**src/rtl/multibyte_add_sequencer.sv**
```systemverilog
// Byte-serial multi-byte add/subtract through one shared 8-bit adder.
// Operands in and results out via valid/ready handshakes.
module parallel_adder #(
  parameter int WIDTH = 8
) (
  input  logic [WIDTH-1:0] a,
  input  logic [WIDTH-1:0] b,
  input  logic             cin,
  output logic [WIDTH-1:0] sum,
  output logic             cout
);

  always_comb begin
    logic c;
    c   = cin;
    sum = '0;
    for (int i = 0; i < WIDTH; i++) begin
      sum[i] = a[i] ^ b[i] ^ c;
      c      = (a[i] & b[i]) | (c & (a[i] ^ b[i]));
    end
    cout = c;
  end

endmodule

module multibyte_add_sequencer #(
  parameter int NBYTES = 4
) (
  input  logic                  clk,
  input  logic                  rst,
  input  logic                  in_valid,
  output logic                  in_ready,
  input  logic [8*NBYTES-1:0]   op_a,
  input  logic [8*NBYTES-1:0]   op_b,
  input  logic                  op_sub,
  input  logic                  op_cin,
  output logic                  out_valid,
  input  logic                  out_ready,
  output logic [8*NBYTES-1:0]   res_sum,
  output logic                  res_cout,
  output logic                  res_ovf,
  output logic                  busy
);

  localparam int W  = 8 * NBYTES;
  localparam int IW = $clog2(NBYTES);
  localparam logic [IW-1:0] LAST = IW'(NBYTES - 1);

  typedef enum logic [1:0] {
    IDLE,
    RUN,
    DONE
  } state_t;

  state_t          state;
  logic [W-1:0]    a_q;
  logic [W-1:0]    b_q;
  logic            carry;
  logic [IW-1:0]   idx;
  logic [7:0]      a_sl;
  logic [7:0]      b_sl;
  logic [7:0]      sum;
  logic            cout;

  assign a_sl = a_q[8*idx +: 8];
  assign b_sl = b_q[8*idx +: 8];

  parallel_adder #(
    .WIDTH(8)
  ) u_add (
    .a   (a_sl),
    .b   (b_sl),
    .cin (carry),
    .sum (sum),
    .cout(cout)
  );

  always_ff @(posedge clk or posedge rst) begin
    if (rst) begin
      state     <= IDLE;
      a_q       <= '0;
      b_q       <= '0;
      carry     <= 1'b0;
      idx       <= '0;
      in_ready  <= 1'b1;
      out_valid <= 1'b0;
      busy      <= 1'b0;
      res_sum   <= '0;
      res_cout  <= 1'b0;
      res_ovf   <= 1'b0;
    end else begin
      unique case (state)
        IDLE: begin
          if (in_valid) begin
            a_q      <= op_a;
            b_q      <= op_sub ? ~op_b : op_b;
            carry    <= op_sub | op_cin;
            idx      <= '0;
            res_sum  <= '0;
            in_ready <= 1'b0;
            busy     <= 1'b1;
            state    <= RUN;
          end
        end
        RUN: begin
          res_sum[8*idx +: 8] <= sum;
          carry               <= cout;
          idx                 <= idx + 1'b1;
          if (idx == LAST) begin
            // top slice: sign bits of A/B' live in this slice
            res_cout  <= cout;
            res_ovf   <= (a_q[W-1] == b_q[W-1]) &&
                         (sum[7] != a_q[W-1]);
            out_valid <= 1'b1;
            state     <= DONE;
          end
        end
        DONE: begin
          if (out_ready) begin
            out_valid <= 1'b0;
            in_ready  <= 1'b1;
            busy      <= 1'b0;
            state     <= IDLE;
          end
        end
        default: state <= IDLE;
      endcase
    end
  end

endmodule
```
**config.mk**
```make
export PLATFORM = sky130hd
export DESIGN_NAME = multibyte_add_sequencer
export DESIGN_NICKNAME = d
export VERILOG_FILES = /design/src/rtl/multibyte_add_sequencer.sv
export SDC_FILE = /design/constraint.sdc
export NUM_CORES = 1
export LEC_CHECK = 0
export ABC_AREA = 1
export CAP_MARGIN = 5
export CORE_ASPECT_RATIO = 1.5
export CORE_MARGIN = 5
export CORE_UTILIZATION = 52
export DETAILED_ROUTE_END_ITERATION = 12
export GPL_TIMING_DRIVEN = 0
export PLACE_DENSITY = 0.79
export SLEW_MARGIN = 20
export SYNTH_ARGS = -nofsm -noshare
export SYNTH_HDL_FRONTEND = slang
export SYNTH_SLANG_ARGS = --single-unit
export TNS_END_PERCENT = 10
```
**constraint.sdc**
```tcl
create_clock -name clk -period 5.73 [get_ports clk]
set_input_delay 0.573 -clock clk [delete_from_list [all_inputs] [get_ports clk]]
set_output_delay 0.573 -clock clk [all_outputs]
set_load 0.05 [all_outputs]
```
## After elaboration in Yosys (flattened, before gate mapping)

Cells that the tools add are included.

| storage, ports and cells | value |
|---|---|
| register bits after elaboration | 106 |
| latch bits | 0 |
| bits in writable memories | 0 |
| bits in read-only memories | 0 |
| input port bits | 70 |
| output and inout port bits | 37 |
| logic and storage cells | 98 |
| memories kept | 0 |

| operators by class | value |
|---|---|
| add/subtract/negate cells | 2 |
| multiply operators | 0 |
| div/mod/pow operators | 0 |
| $lt $le $gt $ge | 0 |
| eq/ne operators | 8 |
| shift-type cells | 4 |
| muxes and demuxes | 20 |
| bitwise gates (word level) | 42 |
| reduce and logical (&&, ||, !) cells | 11 |

Operator list:

| kind | count |
|---|---|
| $mux 32 | 2 |
| $pmux 32 s2 | 1 |
| $shiftx 32x6->8 | 2 |
| $neg 5->34 | 1 |
| $shift 8x34->32 const A | 1 |
| $shiftx 8x34->32 | 1 |
| $bwmux 32 | 1 |
| $not 32->32 | 1 |
| $and 1x1->1 | 16 |
| $xor 1x1->1 | 16 |
| $or 1x1->1 | 9 |
| $reduce_and 3->1 | 3 |
| $mux 2 | 4 |
| $pmux 1 s2 | 4 |
| $mux 1 | 6 |
| $ne 2x2->1 const B | 3 |
| $pmux 2 s3 | 1 |
| $reduce_and 2->1 | 3 |
| $reduce_bool 2->1 | 3 |
| $eq 2x2->1 const B | 2 |
| $pmux 2 s2 | 1 |
| $add 2x1->2 const B | 1 |
| $eq 2x1->1 const B | 1 |
| $logic_not 2->1 | 1 |
| 3 further kinds | 3 |

## Logic depth before layout (Yosys ltp)

| depth | value |
|---|---|
| depth in word-level cells | 20 |
| depth in mapped cells | 22 |
| gate-level depth less buffers | 20 |

## Hierarchy

From an unflattened synthesis, not the netlist that was laid out.

| second synthesis, totals | value |
|---|---|
| cell total of the unflattened synthesis | 677 |
| area total of the unflattened synthesis | 5405.2 um^2 |

Modules (own cells, without submodules):

| module | times used | cells an instance | area each (um^2) | seq. area each (um^2) |
|---|---|---|---|---|
| multibyte_add_sequencer | 1 | 659 | 5207.5 | 2653.8 |
| parallel_adder | 1 | 18 | 197.7 | 0.0 |

## Worst setup path before layout

Ideal clock, no wire load.

| timing path | value |
|---|---|
| kind | reg2reg |
| start | reg idx[1] |
| end | reg res_sum[15] |
| library setup time | 0.118 ns |
| arrival | 4.272 ns |
| required time | 5.612 ns |
| slack | 1.339 ns |
| cell stages (with the launch flop) | 21 |
| buffers on the path | 2 |
| period minus slack after synthesis | 4.391 ns |
| path through | dfrtp_1 -> buf_2 -> clkinv_1 -> buf_2 -> nand3_1 -> nand2_1 -> fa_1 -> fa_1 -> fa_1 -> fa_1 -> fa_1 -> inv_1 -> fa_1 -> inv_1 -> fa_1 -> inv_1 -> fa_1 -> nand2_1 -> nor2_1 -> nand2_1 -> nand2_1 |

| between the ends | value |
|---|---|
| cells in the longest elaborated chain, start to end | 20 |
| elaborated cells between the ends (all ways) | 44 |
| those cells by class | add/sub (1); shift (4); mux (2); bitwise (37) |

RTL lines:

| item | RTL line | source |
|---|---|---|
| start: declaration | 59 | `logic [IW-1:0] idx;` |
| start signal: assignment | 108 | `idx <= idx + 1'b1;` |
| $shiftx 32x6->8, on equally long branches | 65, 66 |  |
| $xor 1x1->1 | 18, 19 |  |
| $and 1x1->1 | 19 | `c = (a[i] & b[i]) \| (c & (a[i] ^ b[i]));` |
| $or 1x1->1 | 19 |  |
| $and 1x1->1 | 19 |  |
| $or 1x1->1 | 19 |  |
| $and 1x1->1 | 19 |  |
| $or 1x1->1 | 19 |  |
| [4 not listed] | - |  |
| $and 1x1->1 | 19 |  |
| $or 1x1->1 | 19 |  |
| $and 1x1->1 | 19 |  |
| $or 1x1->1 | 19 |  |
| $xor 1x1->1 | 18 | `sum[i] = a[i] ^ b[i] ^ c;` |
| $shiftx 8x34->32 | 106 | `res_sum[8*idx +: 8] <= sum;` |
| $bwmux 32 * | 106 |  |
| $pmux 32 s2 * | 92 | `unique case (state)` |
| end signal: indexed assignment | 106 |  |
| end: declaration | 39 | `output logic [8*NBYTES-1:0] res_sum,` |

Every way passes the cells marked *; elsewhere a longest branch is shown, timed or not.
A chain may end at the register's enable or synchronous reset.

## Worst setup path after layout

| timing path | value |
|---|---|
| start | reg idx[1] |
| end | reg res_ovf |

| between the ends | value |
|---|---|
| cells in the longest elaborated chain, start to end | 19 |
| elaborated cells between the ends (all ways) | 36 |
| those cells by class | eq/ne (2); shift (2); bitwise (30); reduce/logical (2) |

RTL lines:

| item | RTL line | source |
|---|---|---|
| $shiftx 32x6->8, on equally long branches | 65, 66 |  |
| $xor 1x1->1 | 19 |  |
| $and 1x1->1 | 19 |  |
| $or 1x1->1 | 19 |  |
| $and 1x1->1 | 19 |  |
| $or 1x1->1 | 19 |  |
| $and 1x1->1 | 19 |  |
| $or 1x1->1 | 19 |  |
| [3 not listed] | - |  |
| $or 1x1->1 | 19 |  |
| $and 1x1->1 | 19 |  |
| $or 1x1->1 | 19 |  |
| $and 1x1->1 | 19 |  |
| $or 1x1->1 | 19 |  |
| $xor 1x1->1 | 18 |  |
| $ne 1x1->1 | 113 | `(sum[7] != a_q[W-1]);` |
| $logic_and 1x1->1 | 112 | `res_ovf <= (a_q[W-1] == b_q[W-1]) &&` |
| end signal: assignment | 112 |  |
| end: declaration | 41 | `output logic res_ovf,` |

Parallel ways exist; a longest one is shown, timed or not.

==> results <==
cells by family (layout without fill, tap and decap cells):
kind of cell / count (synthesis) / count (layout)
and+or+nand+nor: 443 / 443
AOI/OAI and AO/OA: 15 / 15
adders and majority gates: 12 / 12
DFF: 106 / 106
xor gates and xnor gates: 32 / 32
buffers and inverters: 60 / 182
sequential cells by signal, indices dropped and copies added (netlist names):
| name | count |
|---|---|
| carry | 1 |
| out_valid | 1 |
| state | 2 |
| idx | 2 |
| busy | 1 |
| b_q | 32 |
| a_q | 32 |
| res_cout | 1 |
| in_ready | 1 |
| res_ovf | 1 |
| res_sum | 32 |
worst min-delay path, delay by kind of cell (launching register included):
kind          cells  cell delay (ps)
simple gates      2              100
flops             1              370
metal layers:
| layer | up-vias | track usage [%] | wire, um | share of wire (%) |
|---|---|---|---|---|
| met2 | 167 | 41.6 | 7510 | 54 |
| met4 | 0 | 12.4 | 622 | 4.4 |
| li1 | 2303 | - | - | - |
| met1 | 2251 | 26.0 | 5330 | 38 |
| met3 | 40 | 3.18 | 572 | 4.1 |
| met5 | - | 0 | 0 | 0 |
power by group through the flow:
stage	Clock [uW]	Sequential, uW	Combinational (uW)
after global placement	0	1260	2380
after floorplan	0	1540	1360
after detailed placement	0	1270	2420
after CTS	603	1260	2440
final	602	1260	2460
after global routing	632	1300	2680
area by class of cell:
class | count | area [um^2]
clock inverter | 2 | 10.0
fill | 860 | 3240
inverter | 25 | 101
multi-input combinational | 502 | 2380
tap | 117 | 146
sequential | 106 | 2650
clock buffer | 14 | 284
buffer | 35 | 235
timing repair buffer | 106 | 1080
layout by cell type (no fill, tap or decap), drive strengths merged:
master | Yosys | final
ha | 4 | 4
xor2 | 32 | 32
nand2 | 342 | 342
dfstp | 1 | 1
buf | 30 | 31
nor3 | 6 | 6
clkdlybuf4s50 | 0 | 105
clkinv | 1 | 3
clkbuf | 5 | 19
nand3 | 70 | 70
dfrtp | 105 | 105
o31ai | 1 | 1
nor2 | 25 | 25
o21ai | 7 | 7
fa | 8 | 8
inv | 24 | 24
o211ai | 7 | 7
per-stage QoR:
step / power, uW / hold slack (ps) / setup slack (ps) / utilization [%]
2_1_floorplan: 2900 / 444 / 1340 / -
3_3_place_gp: 3630 / 450 / 856 / 64.8
3_5_place_dp: 3690 / 465 / 780 / 65.1
4_1_cts: 4310 / 475 / 733 / 68.0
5_1_grt: 4600 / 495 / 479 / 68.0
6_report: 4320 / 471 / 677 / 68.0
worst max path at each step:
| stage | startpoint | endpoint | slack, ps | depth (start not counted) |
|---|---|---|---|---|
| after global routing | idx[1]$_DFFE_PP0P_ | res_ovf$_DFFE_PP0P_ | 480 | 21 |
| after CTS | idx[1]$_DFFE_PP0P_ | res_ovf$_DFFE_PP0P_ | 730 | 21 |
| after detailed placement | idx[1]$_DFFE_PP0P_ | res_ovf$_DFFE_PP0P_ | 780 | 21 |
| after global placement | idx[1]$_DFFE_PP0P_ | res_ovf$_DFFE_PP0P_ | 860 | 21 |
| after floorplan | idx[1]$_DFFE_PP0P_ | res_sum[15]$_DFFE_PP0P_ | 1340 | 20 |
| final | idx[1]$_DFFE_PP0P_ | res_ovf$_DFFE_PP0P_ | 680 | 21 |
==> results_dict.tcl <==
set metrics [dict create \
    outcome "complete, no violations" \
    reg2reg_slack_ps 680 \
    clkPwrFrac_pct 13.9 \
    p_leak_uw 0.00356 \
    cts_tree "done" \
    yosysTopAreaCell "dfrtp_1" \
    initial_core_util_pct 53.0 \
    synth_top_family_by_area "simple AND/OR/NAND/NOR gates" \
    yosys.area_share.xor_xnor_pct 5.22 \
    clk_pin_slew_ps 70 \
    path_cells "buf_2 -> clkinv_1 -> buf_2 -> nand3_1 -> nand2_1 -> fa_1 -> fa_1 -> fa_1 -> fa_1 -> fa_1 -> inv_1 -> fa_1 -> inv_1 -> fa_1 -> inv_1 -> fa_1 -> inv_1 -> nand3_1 -> nand2_1 -> nand2_1 -> nand2_1" \
    cap_violations 0 \
    core_area_um2 10100 \
    drive_gt1_share_pct 7.47 \
    synth_simple_gate_area_share_pct 33.5 \
    synthAdderAreaFrac_pct 3.92 \
    hold_viol_final 0 \
    post_cts_resized 0 \
    htree_num_levels 3 \
    dpl.cell_count 891 \
    port_buffers 105 \
    p_sw_uw 2060 \
    required_ps 6020 \
    slowest_delay_ps 450 \
    seqPwrFrac_pct 29.2 \
    finalClockSkew_ps 7.84 \
    post-cts-setup-buffers 0 \
    wl_per_cell_um 15.5 \
    ys.warnings.count 0 \
    slowest_stage "fa_1" \
    swShare_pct 47.6 \
    rsz0062_at_grt "no" \
    instances_no_fill 907 \
    final_antenna_net_count 0 \
    netlist.area_leader.share_pct 48.9 \
    dr.pass1.iters 6 \
    placed_cell_area_um2 6600 \
    overflow 0 \
    place_congestion 0.924 \
    grt_pass1_wl_um 22600 \
    min_path_type "register to register" \
    track_usage_pct 23.0 \
    syn_to_final_growth_pct 28.4 \
    fin_area_um2 6890 \
    slew_violations 0 \
    syn_inst 668 \
    synth_edf_count 0 \
    max_freq_ghz 0.198 \
    synth_most_common_cell "nand2_1" \
    ios 107 \
    worst_setup_path_start_kind "register" \
    r2r_cells 21 \
    timing.rr.start "idx[1]$_DFFE_PP0P_" \
    synth_area_um2 5370 \
    reg2reg_to "res_ovf$_DFFE_PP0P_" \
    hp-start "in_ready$_DFFE_PP1P_" \
    setup-tns-final_ps 0 \
    worstHoldEndpoint "in_ready$_DFFE_PP1P_" \
    num_antenna_cells 0 \
    die_x_um 93.0 \
    powerDensity_nw_per_um2 626 \
    tightest_slew_ps 523 \
    ys_ff_latch 106 \
    hpwlAfterDp_um 10700 \
    cts.sinks 106 \
    async_flop_share_pct 100 \
    end_kind "register" \
    crit_type "register to register" \
    grt_antenna_before_repair 0 \
    grt_max_degree 55 \
    die_y_um 134 \
    route.vias.total 4761 \
    crit_fanout 11 \
    synth_common_cells "341 x nand2_1, 105 x dfrtp_1, 68 x nand3_1" \
    min_path_cells 2 \
    comb_power_share_pct 56.9 \
    grt_pass1_vias 4806 \
    synth-compound-area-share_pct 1.77 \
    numCtsBuffers 9 \
    clock_latency_ps 350 \
    arrival_ps 5340 \
    viasPerCell 5.25 \
    routed_wl_um 14000 \
    synthMuxAreaShare_pct 0 \
    cp_common_cell "fa_1" \
    synth_nets 750 \
    crit_family "adder cells" \
    final_nets 867 \
    synth.avg_cell_area_um2 8.04 \
    drt_iter0_drc 199 \
    period_needed_ps 5050 \
    synth_flop_cell "dfrtp_1" \
    period_share_pct 88.2 \
    clk_path_buf_depth 2 \
    drc 0 \
    timing.slew.headroom_pct 65.1 \
    crit_buf_inv 7 \
    ir_drop_v 0.000271 \
    netlist_top_cells_area "dfrtp_1 49%, nand2_1 24%, nand3_1 6.3%" \
    cts_hold_buf 0 \
    rows 45 \
    cell_internal_pwr_uw 2260 \
    die_area_um2 12500 \
    setup_violations 0 \
    synth_cell_types 25 \
    ys_seq_area_share_pct 49.4 \
    root_buffer "clkbuf_16" \
]
(Power assumes the default switching activity.)
